<file path="src/rtl/imager_rx.sv">
// Parallel pixel bus receiver: tags each active pixel with row/col and reports frame geometry.
// Optional per-frame checksum is built when IMAGER_RX_CHECKSUM_EN is defined.
module imager_rx #(
  parameter int DATA_WIDTH     = 10,
  parameter int NUM_ROWS_WIDTH = 12,
  parameter int NUM_COLS_WIDTH = 12
) (
  input  logic                      clk,
  input  logic                      reset_n,
  input  logic                      enable,
  input  logic [DATA_WIDTH-1:0]     dat,
  input  logic                      fv,
  input  logic                      lv,
  output logic [DATA_WIDTH-1:0]     pix_dat,
  output logic                      pix_valid,
  output logic [NUM_ROWS_WIDTH-1:0] pix_row,
  output logic [NUM_COLS_WIDTH-1:0] pix_col,
  output logic                      pix_sof,
  output logic                      frame_done,
  output logic [NUM_ROWS_WIDTH-1:0] frame_rows,
  output logic [NUM_COLS_WIDTH-1:0] frame_cols,
  output logic                      frame_err,
  output logic [15:0]               frame_count,
  output logic [31:0]               frame_checksum
);

  typedef enum logic [1:0] {IDLE, ARMED, IN_FRAME} state_t;

  state_t                    state;
  logic                      fv_prev, lv_prev;
  logic [NUM_COLS_WIDTH-1:0] col_cnt, first_len, col_cur;
  logic [NUM_ROWS_WIDTH-1:0] row_cnt, row_cur;
  logic                      err_acc;
  logic                      starting, running, cap, line_end, frame_end;
  logic                      col_sat, row_sat, len_bad;

  // The fv rise cycle already belongs to the frame, so counters read as zero there.
  always_comb begin
    starting  = enable && (state == ARMED) && fv && !fv_prev;
    running   = enable && (state == IN_FRAME);
    cap       = (starting || running) && fv && lv;
    line_end  = running && lv_prev && !(fv && lv);
    frame_end = running && !fv && fv_prev;
    col_cur   = starting ? '0 : col_cnt;
    row_cur   = starting ? '0 : row_cnt;
    col_sat   = &col_cur;
    row_sat   = &row_cnt;
    len_bad   = (row_cnt != '0) && (col_cnt != first_len);
  end

  always_ff @(posedge clk or negedge reset_n) begin
    if (!reset_n) begin
      state       <= IDLE;
      fv_prev     <= 1'b0;
      lv_prev     <= 1'b0;
      col_cnt     <= '0;
      row_cnt     <= '0;
      first_len   <= '0;
      err_acc     <= 1'b0;
      pix_dat     <= '0;
      pix_valid   <= 1'b0;
      pix_row     <= '0;
      pix_col     <= '0;
      pix_sof     <= 1'b0;
      frame_done  <= 1'b0;
      frame_rows  <= '0;
      frame_cols  <= '0;
      frame_err   <= 1'b0;
      frame_count <= '0;
    end else begin
      fv_prev    <= fv;
      lv_prev    <= fv && lv;  // only lines inside fv can end
      pix_valid  <= 1'b0;
      pix_sof    <= 1'b0;
      frame_done <= 1'b0;

      if (!enable) state <= IDLE;
      else begin
        case (state)
          IDLE:     if (!fv) state <= ARMED;
          ARMED:    if (starting) state <= IN_FRAME;
          IN_FRAME: if (frame_end) state <= ARMED;
          default:  state <= IDLE;
        endcase
      end

      if (starting) begin
        col_cnt   <= '0;
        row_cnt   <= '0;
        first_len <= '0;
        err_acc   <= 1'b0;
      end

      if (cap) begin
        pix_dat   <= dat;
        pix_row   <= row_cur;
        pix_col   <= col_cur;
        pix_valid <= 1'b1;
        pix_sof   <= (row_cur == '0) && (col_cur == '0);
        if (col_sat) err_acc <= 1'b1;
        else         col_cnt <= col_cur + 1'b1;
      end

      if (line_end) begin
        if (row_cnt == '0)  first_len <= col_cnt;
        else if (len_bad)   err_acc   <= 1'b1;
        if (row_sat) err_acc <= 1'b1;
        else         row_cnt <= row_cnt + 1'b1;
        col_cnt <= '0;
      end

      // Statistics fold in the line closed on this same edge.
      if (frame_end) begin
        frame_rows  <= (line_end && !row_sat) ? row_cnt + 1'b1 : row_cnt;
        frame_cols  <= (line_end && row_cnt == '0) ? col_cnt : first_len;
        frame_err   <= err_acc | (line_end & (len_bad | row_sat));
        frame_count <= frame_count + 16'd1;
        frame_done  <= 1'b1;
      end
    end
  end

`ifdef IMAGER_RX_CHECKSUM_EN
  logic [31:0] sum_acc, sum_cur;
  assign sum_cur = starting ? '0 : sum_acc;

  always_ff @(posedge clk or negedge reset_n) begin
    if (!reset_n) begin
      sum_acc        <= '0;
      frame_checksum <= '0;
    end else begin
      if (starting) sum_acc <= '0;
      if (cap)      sum_acc <= sum_cur + {{(32-DATA_WIDTH){1'b0}}, dat};
      if (frame_end) frame_checksum <= sum_acc;
    end
  end
`else
  assign frame_checksum = '0;
`endif

endmodule

</file>
<file path="config.mk">
export PLATFORM = sky130hd
export DESIGN_NAME = imager_rx
export DESIGN_NICKNAME = d
export VERILOG_FILES = /design/src/rtl/imager_rx.sv
export SDC_FILE = /design/constraint.sdc
export NUM_CORES = 1
export LEC_CHECK = 0
export CORE_MARGIN = 10
export CORE_UTILIZATION = 45
export CTS_CLUSTER_DIAMETER = 80
export DETAILED_ROUTE_END_ITERATION = 7
export PLACE_DENSITY = 0.72
export REMOVE_ABC_BUFFERS = 1
export SYNTH_ARGS = -nofsm -noshare
export SYNTH_HDL_FRONTEND = slang
export SYNTH_SLANG_ARGS = --single-unit
</file>
<file path="constraint.sdc">
create_clock -name clk -period 3.39 [get_ports clk]
set_input_delay 0.339 -clock clk [delete_from_list [all_inputs] [get_ports clk]]
set_output_delay 0.339 -clock clk [all_outputs]
set_load 0.02 [all_outputs]
</file>
==> results of run 1 <==
==> logic make-up (layout without fill, tap and decap cells) <==
group,count (synthesis),after routing
compound gates,90,90
simple gates,266,266
other cells,1,32
flops,119,119
mux,14,14
xor+xnor,37,37
buf+inv,83,147
fa+ha+maj,5,5
==> flip-flops by register name, indices dropped and copies added (netlist names), 10 cells and up <==
name         flops
first_len       12
frame_rows      12
frame_cols      12
row_cnt         12
pix_row         12
frame_count     16
pix_dat         10
col_cnt         12
pix_col         12
==> critical path, stage by stage <==
cell and delay (ns):
clkdlybuf4s50_1 0.51, and4bb_2 0.32, nand2_1 0.18, nand2_1 0.13, inv_1 0.08, ha_1 0.27
nand2_1 0.16, nor3_2 0.46, nand2_1 0.21, a311oi_1 0.32, a41o_1 0.12
==> final cells by class <==
type	count	area share, %
tap	172	2.931
sequential	119	40.56
clock inverter	9	2.318
timing repair buffer	100	13.33
multi-input combinational	444	33.59
inverter	15	0.7669
clock buffer	23	6.510
==> routing by layer <==
layer / routed length, um / GRT usage, %
met1: 6425 / 21.14
met3: 1141 / 6.128
met5: 0 / 0
met2: 6949 / 26.21
met4: 240 / 6.106
==> worst paths after layout <==
path / endpoint / slack [ns]
hold / removal: frame_count[6]$_DFFE_PN0P_ / 0.06
max in group asynchronous: first_len[9]$_DFF_PN0_ / 2.44
min in group clk: pix_dat[1]$_DFFE_PN0N_ / 0.46
hold reg to reg: pix_col[8]$_DFFE_PN0N_ / 0.46
setup / recovery: col_cnt[2]$_DFF_PN0_ / 0.62
setup reg to reg: col_cnt[2]$_DFF_PN0_ / 0.67
==> synthesized netlist by cell type, types with 2 or more instances <==
library cell,n
nand2_1,123
dfrtp_1,119
nor2_1,46
buf_4,33
nand3_1,33
o21ai_0,27
xor2_1,21
buf_2,18
o21ai_1,18
xnor2_1,16
a21oi_1,14
clkbuf_1,14
mux2i_1,14
inv_1,13
nand4_1,11
nor3_1,9
o31ai_1,9
nor4_1,8
a31oi_1,7
or3_1,6
ha_1,5
and3_1,4
and4_1,4
nor3_2,4
a211oi_1,3
buf_1,2
inv_2,2
nand2b_1,2
nand4_2,2
nor2_2,2
nor4_2,2
==> through the flow <==
| step | worst slack [ns] | cell area, um^2 | power (uW) |
|---|---|---|---|
| 5_1_grt | 0.3755 | 7342 | 4215 |
| 4_1_cts | 0.6707 | 7342 | 4093 |
| 6_report | 0.6198 | 7342 | 4059 |
| 2_1_floorplan | 0.8244 | 5500 | 1863 |
| 3_3_place_gp | 0.3730 | 6694 | 2108 |
| 3_5_place_dp | 0.2718 | 6694 | 2122 |
==> where the power goes <==
part	total, uW	switching [uW]	internal (uW)
logic	503	295	209
registers	1590	77.3	1510
clock network	1970	609	1360
total	4060	981	3080
==> run metrics, run 1 <==
status completed; Pins Over Slew Limit 0; TritonCTS clock tree yes; synthesized area per cell 9.420 um^2; commonest cells after routing, fill and taps aside nand2_1, dfrtp_1, clkdlybuf4s50_1; Mapped Cells 615; Overflow after GRT 0; die span in x 133.5 um; IO Port Bufs 92; Hold Crit Class input pin to asynchronous set/reset pin; reg2reg path depth 10; antenna fix cells 0; worst-skew pair later-pin latency 0.41 ns; Num CTS Buffers 17; Bufs on Longest Clock Path 2; setup bufs post-CTS 0; placer congestion estimate 0.8450; Post-synth ARST share 100.0%; hpwl dp 10.43 mm; CTS clk-pin slew, worst paths 0.05 ns; Synth Flop Type dfrtp_1; Pre-antenna DRT Iters 5; CP startpoint fv; fmax 361.0 MHz; largest net degree at the start of global routing 75; compound-gate portion of the synthesized area 9.590%; Slew @ Worst Pin 0.9304 ns; Placed Cells 850; post-route minimum period 2.770 ns; antenna violations before repair 0; final hold slack 0.06159 ns; routed vias 4,680; drt drc 0; Mapped Area 5793 um^2; maximum VDD drop 0.3365 mV; worst path arrival time 3.12 ns; Worst EP required 3.74 ns; Cell Count, Final, Fillers Out 882; endpoints failing hold 0; Multi-input gate area 2466 um^2; Synth top area share 51.40%; setup violators final 0; PD cells 552.9 nW/um^2; CTS root buf clkbuf_16; Worst slew margin 37.98%; main combinational cell family by area after synthesis simple AND/OR/NAND/NOR gates; H-tree depth 4; Static Leakage 0.003371 uW; drt wl/cell 16.73 um; Worst Skew 0.005699 ns; Tot GR Track Use 16.88%; Synth Area in Adders 1.080%; layout cells sized above 1 8.169%; area leader, netlist dfrtp_1; Starting DRT DRC Count 365; Yosys reg bits 119; period utilization 81.72%; # clock sinks 119; Max Cap Viol 0; xor/xnor share of the synthesized area 5.594%; number of flops mapped to enable cells by yosys 0; # IOs 125; commonest non-fill, non-tap cell in the layout nand2_1; crit-path max FO 7; Initial Utilization 45.91%; simple-gate portion of the synthesized area 21.81%; Fillers 1,087; crit end category flip-flop; area grow syn2layout 26.74%; crit path kind input pin to flip-flop; hold buffer count at cts 0; Routed WL 14.76 mm; Vias/cell 5.306; reg2reg start state[0]$_DFFE_PN0P_; Nets 717; fin util 58.18%; post_cts resized 0; register area share after synthesis 51.40%; Die Height 133.5 um; Startpoint Class input pin; RSZ-0062 raised after global routing no; Synth cell types 55; area of the core 12,620 um^2; die footprint 17,810 um^2; Sequential Area 2978 um^2; global-route wire length before repair 24.85 mm; synth warn 0; top cells by area, synth dfrtp_1, nand2_1, buf_4; row cnt 41; vias in the first global route 4,845; Final ANT Viol Nets 0; total negative slack 0 ns; post-synthesis mux area share 2.419%
(Power assumes the default switching activity.)
==> inputs of run 2 (changes only) <==
Settings changed: PLACE_DENSITY 0.72 to 0.75.
Clock period 3.39 ns to 2.24 ns, I/O delays scaled along.
==> run 2 against run 1 <==
Effect of this change:
- setup slack got worse by 0.50 ns
- first-iteration DRC count fell by 18%
- sequential share of layout area fell by 1.7 points
- core utilization rose by 2.5 points
- die area did not move
- via count rose by 3.2%
- wire length rose by 2.5%
- flip-flop and latch count did not move
- sequential power rose by 51%
- non-clock buffer count rose by 30
- total power rose by 54%
- largest power group unchanged
==> run metrics, run 2 (synthesis results as in run 1) <==
setup violators final 0; Bufs on Longest Clock Path 2; switching part of the total 24.05%; Static Leakage 0.003574 uW; largest net degree at the start of global routing 63; commonest cells after routing, fill and taps aside nand2_1, dfrtp_1, clkdlybuf4s50_1; status completed; worst path arrival time 2.42 ns; layout cells sized above 1 12.70%; Vias/cell 5.298; worst-skew pair later-pin latency 0.41 ns; Tot GR Track Use 16.95%; Num CTS Buffers 17; Hold Crit Class input pin to asynchronous set/reset pin; Internal Power 4754 uW; post-route setup slack 0.1169 ns; total negative slack 0 ns; Clk pwr share 48.6%; post-route minimum period 2.123 ns; drt wl/cell 16.58 um; Final ANT Viol Nets 0; reg2reg path depth 6; Pre-antenna DRT Iters 5; crit path cell chain buf_4 -> or3b_1 -> a21o_2 -> inv_2 -> a311oi_1 -> a41o_1; Cell Count, Final, Fillers Out 912; maximum VDD drop 0.6363 mV; Routed WL 15.12 mm; Worst R2R Setup Slack 0.12 ns; Reg-to-Reg End col_cnt[2]$_DFF_PN0_; Nets 747; Sequential Power Share 38.3%; # clock sinks 119; fmax 471.0 MHz; Worst slew margin 63.39%; CTS root buf clkbuf_16; endpoints failing hold 0; cell family with most CP delay compound AO/OA/AOI/OAI gates; area grow syn2layout 32.22%; drt drc 0; antenna violations before repair 0; die span in x 133.5 um; Pins Over Slew Limit 0; reg2reg start fv_prev$_DFF_PN0_; register bank with the most flops frame_count; antenna fix cells 0; crit-path max FO 19; Placed Cells 878; Worst EP required 2.53 ns; TritonCTS clock tree yes; vias in the first global route 4,806; hpwl dp 10.80 mm; Placed Instance Area 6942 um^2; combinational power share 13.1%; max reg flops 16; area of the core 12,620 um^2; NetSw 1506 uW; critical path's largest stage delay 0.41 ns; setup slack at placement -0.2363 ns; Overflow after GRT 0; placer congestion estimate 0.8846; Slew @ Worst Pin 0.5461 ns; Initial Utilization 45.91%; WP buf/inv 2; total power 6260 uW; routed vias 4,832; Crit-path slowest cell or3b_1; row cnt 41; H-tree depth 4; Max Cap Viol 0; Startpoint Class flip-flop; post-layout instance area 7660 um^2; Die Height 133.5 um; period utilization 94.78%; CTS clk-pin slew, worst paths 0.05 ns; die footprint 17,810 um^2; Worst Skew 0.01047 ns; crit end category flip-flop; global-route wire length before repair 24.92 mm; crit path kind flip-flop to flip-flop; # IOs 125; Starting DRT DRC Count 298; PD cells 817.2 nW/um^2; IO Port Bufs 92
-- run 2: changes by cell type in the layout (fill, tap and decap cells not counted), moves of 2 or more --
cell	previous run	this run
buf_4	9	34
nand2_1	123	119
buf_12	0	3
nand2_2	0	3
clkbuf_8	3	5
-- run 2: cell type report --
cell class / count / area (um^2)
Fill cell: 1045 / 4960
Multi-Input combinational cell: 444 / 2496
Sequential cell: 119 / 2978
Timing Repair Buffer: 130 / 1247
Clock buffer: 24 / 501.7
Tap cell: 172 / 215.2
Inverter: 15 / 56.30
Clock inverter: 8 / 165.2
-- run 2: worst max-delay path by stage --
stage | startpoint | to | slack [ns] | cells past startpoint
2_1_floorplan | state[0]$_DFFE_PN0P_ | col_cnt[2]$_DFF_PN0_ | -0.33 | 10
3_3_place_gp | fv | col_cnt[2]$_DFF_PN0_ | -0.14 | 11
3_5_place_dp | fv | col_cnt[10]$_DFF_PN0_ | -0.24 | 12
4_1_cts | fv_prev$_DFF_PN0_ | col_cnt[10]$_DFF_PN0_ | 0.003 | 11
5_1_grt | fv_prev$_DFF_PN0_ | col_cnt[6]$_DFF_PN0_ | -0.002 | 6
6_report | fv_prev$_DFF_PN0_ | col_cnt[2]$_DFF_PN0_ | 0.12 | 6
-- run 2: what timing repair did --
action                                 4_1_cts  5_1_grt
hold buffers                                 1        0
setup endpoints to repair                    0       10
endpoints found under the hold margin       30        0
resized for setup                            0       10
setup buffers                                0        1
-- run 2: routing by layer --
layer  GRT usage (%)  wire length, um
met1           21.56             6654
met2           26.76             6982
met3           5.752             1230
met4           4.958              250
met5               0                0
-- run 2: power by group through the flow --
| stage | registers, uW | clock network [uW] | logic (uW) |
|---|---|---|---|
| 6_report | 2400 | 3040 | 820 |
| 5_1_grt | 2410 | 3170 | 891 |
| 4_1_cts | 2400 | 3080 | 823 |
| 3_5_place_dp | 2430 | 0 | 816 |
| 3_3_place_gp | 2420 | 0 | 801 |
| 2_1_floorplan | 2550 | 0 | 265 |
-- run 2: worst register-to-register path: stages (launching register included) --
cell	delay [ns]
dfrtp_1	0.37
buf_4	0.14
or3b_1	0.41
a21o_2	0.36
inv_2	0.34
a311oi_1	0.15
a41o_1	0.23
-- run 2: stage by stage --
stage	hold slack, ns	utilization, %
finish	0.3032	60.70
global route	0.3267	60.70
CTS	0.3092	60.37
detailed placement	0.1967	55.01
global placement	0.1871	55.01
floorplan	-0.07159	-
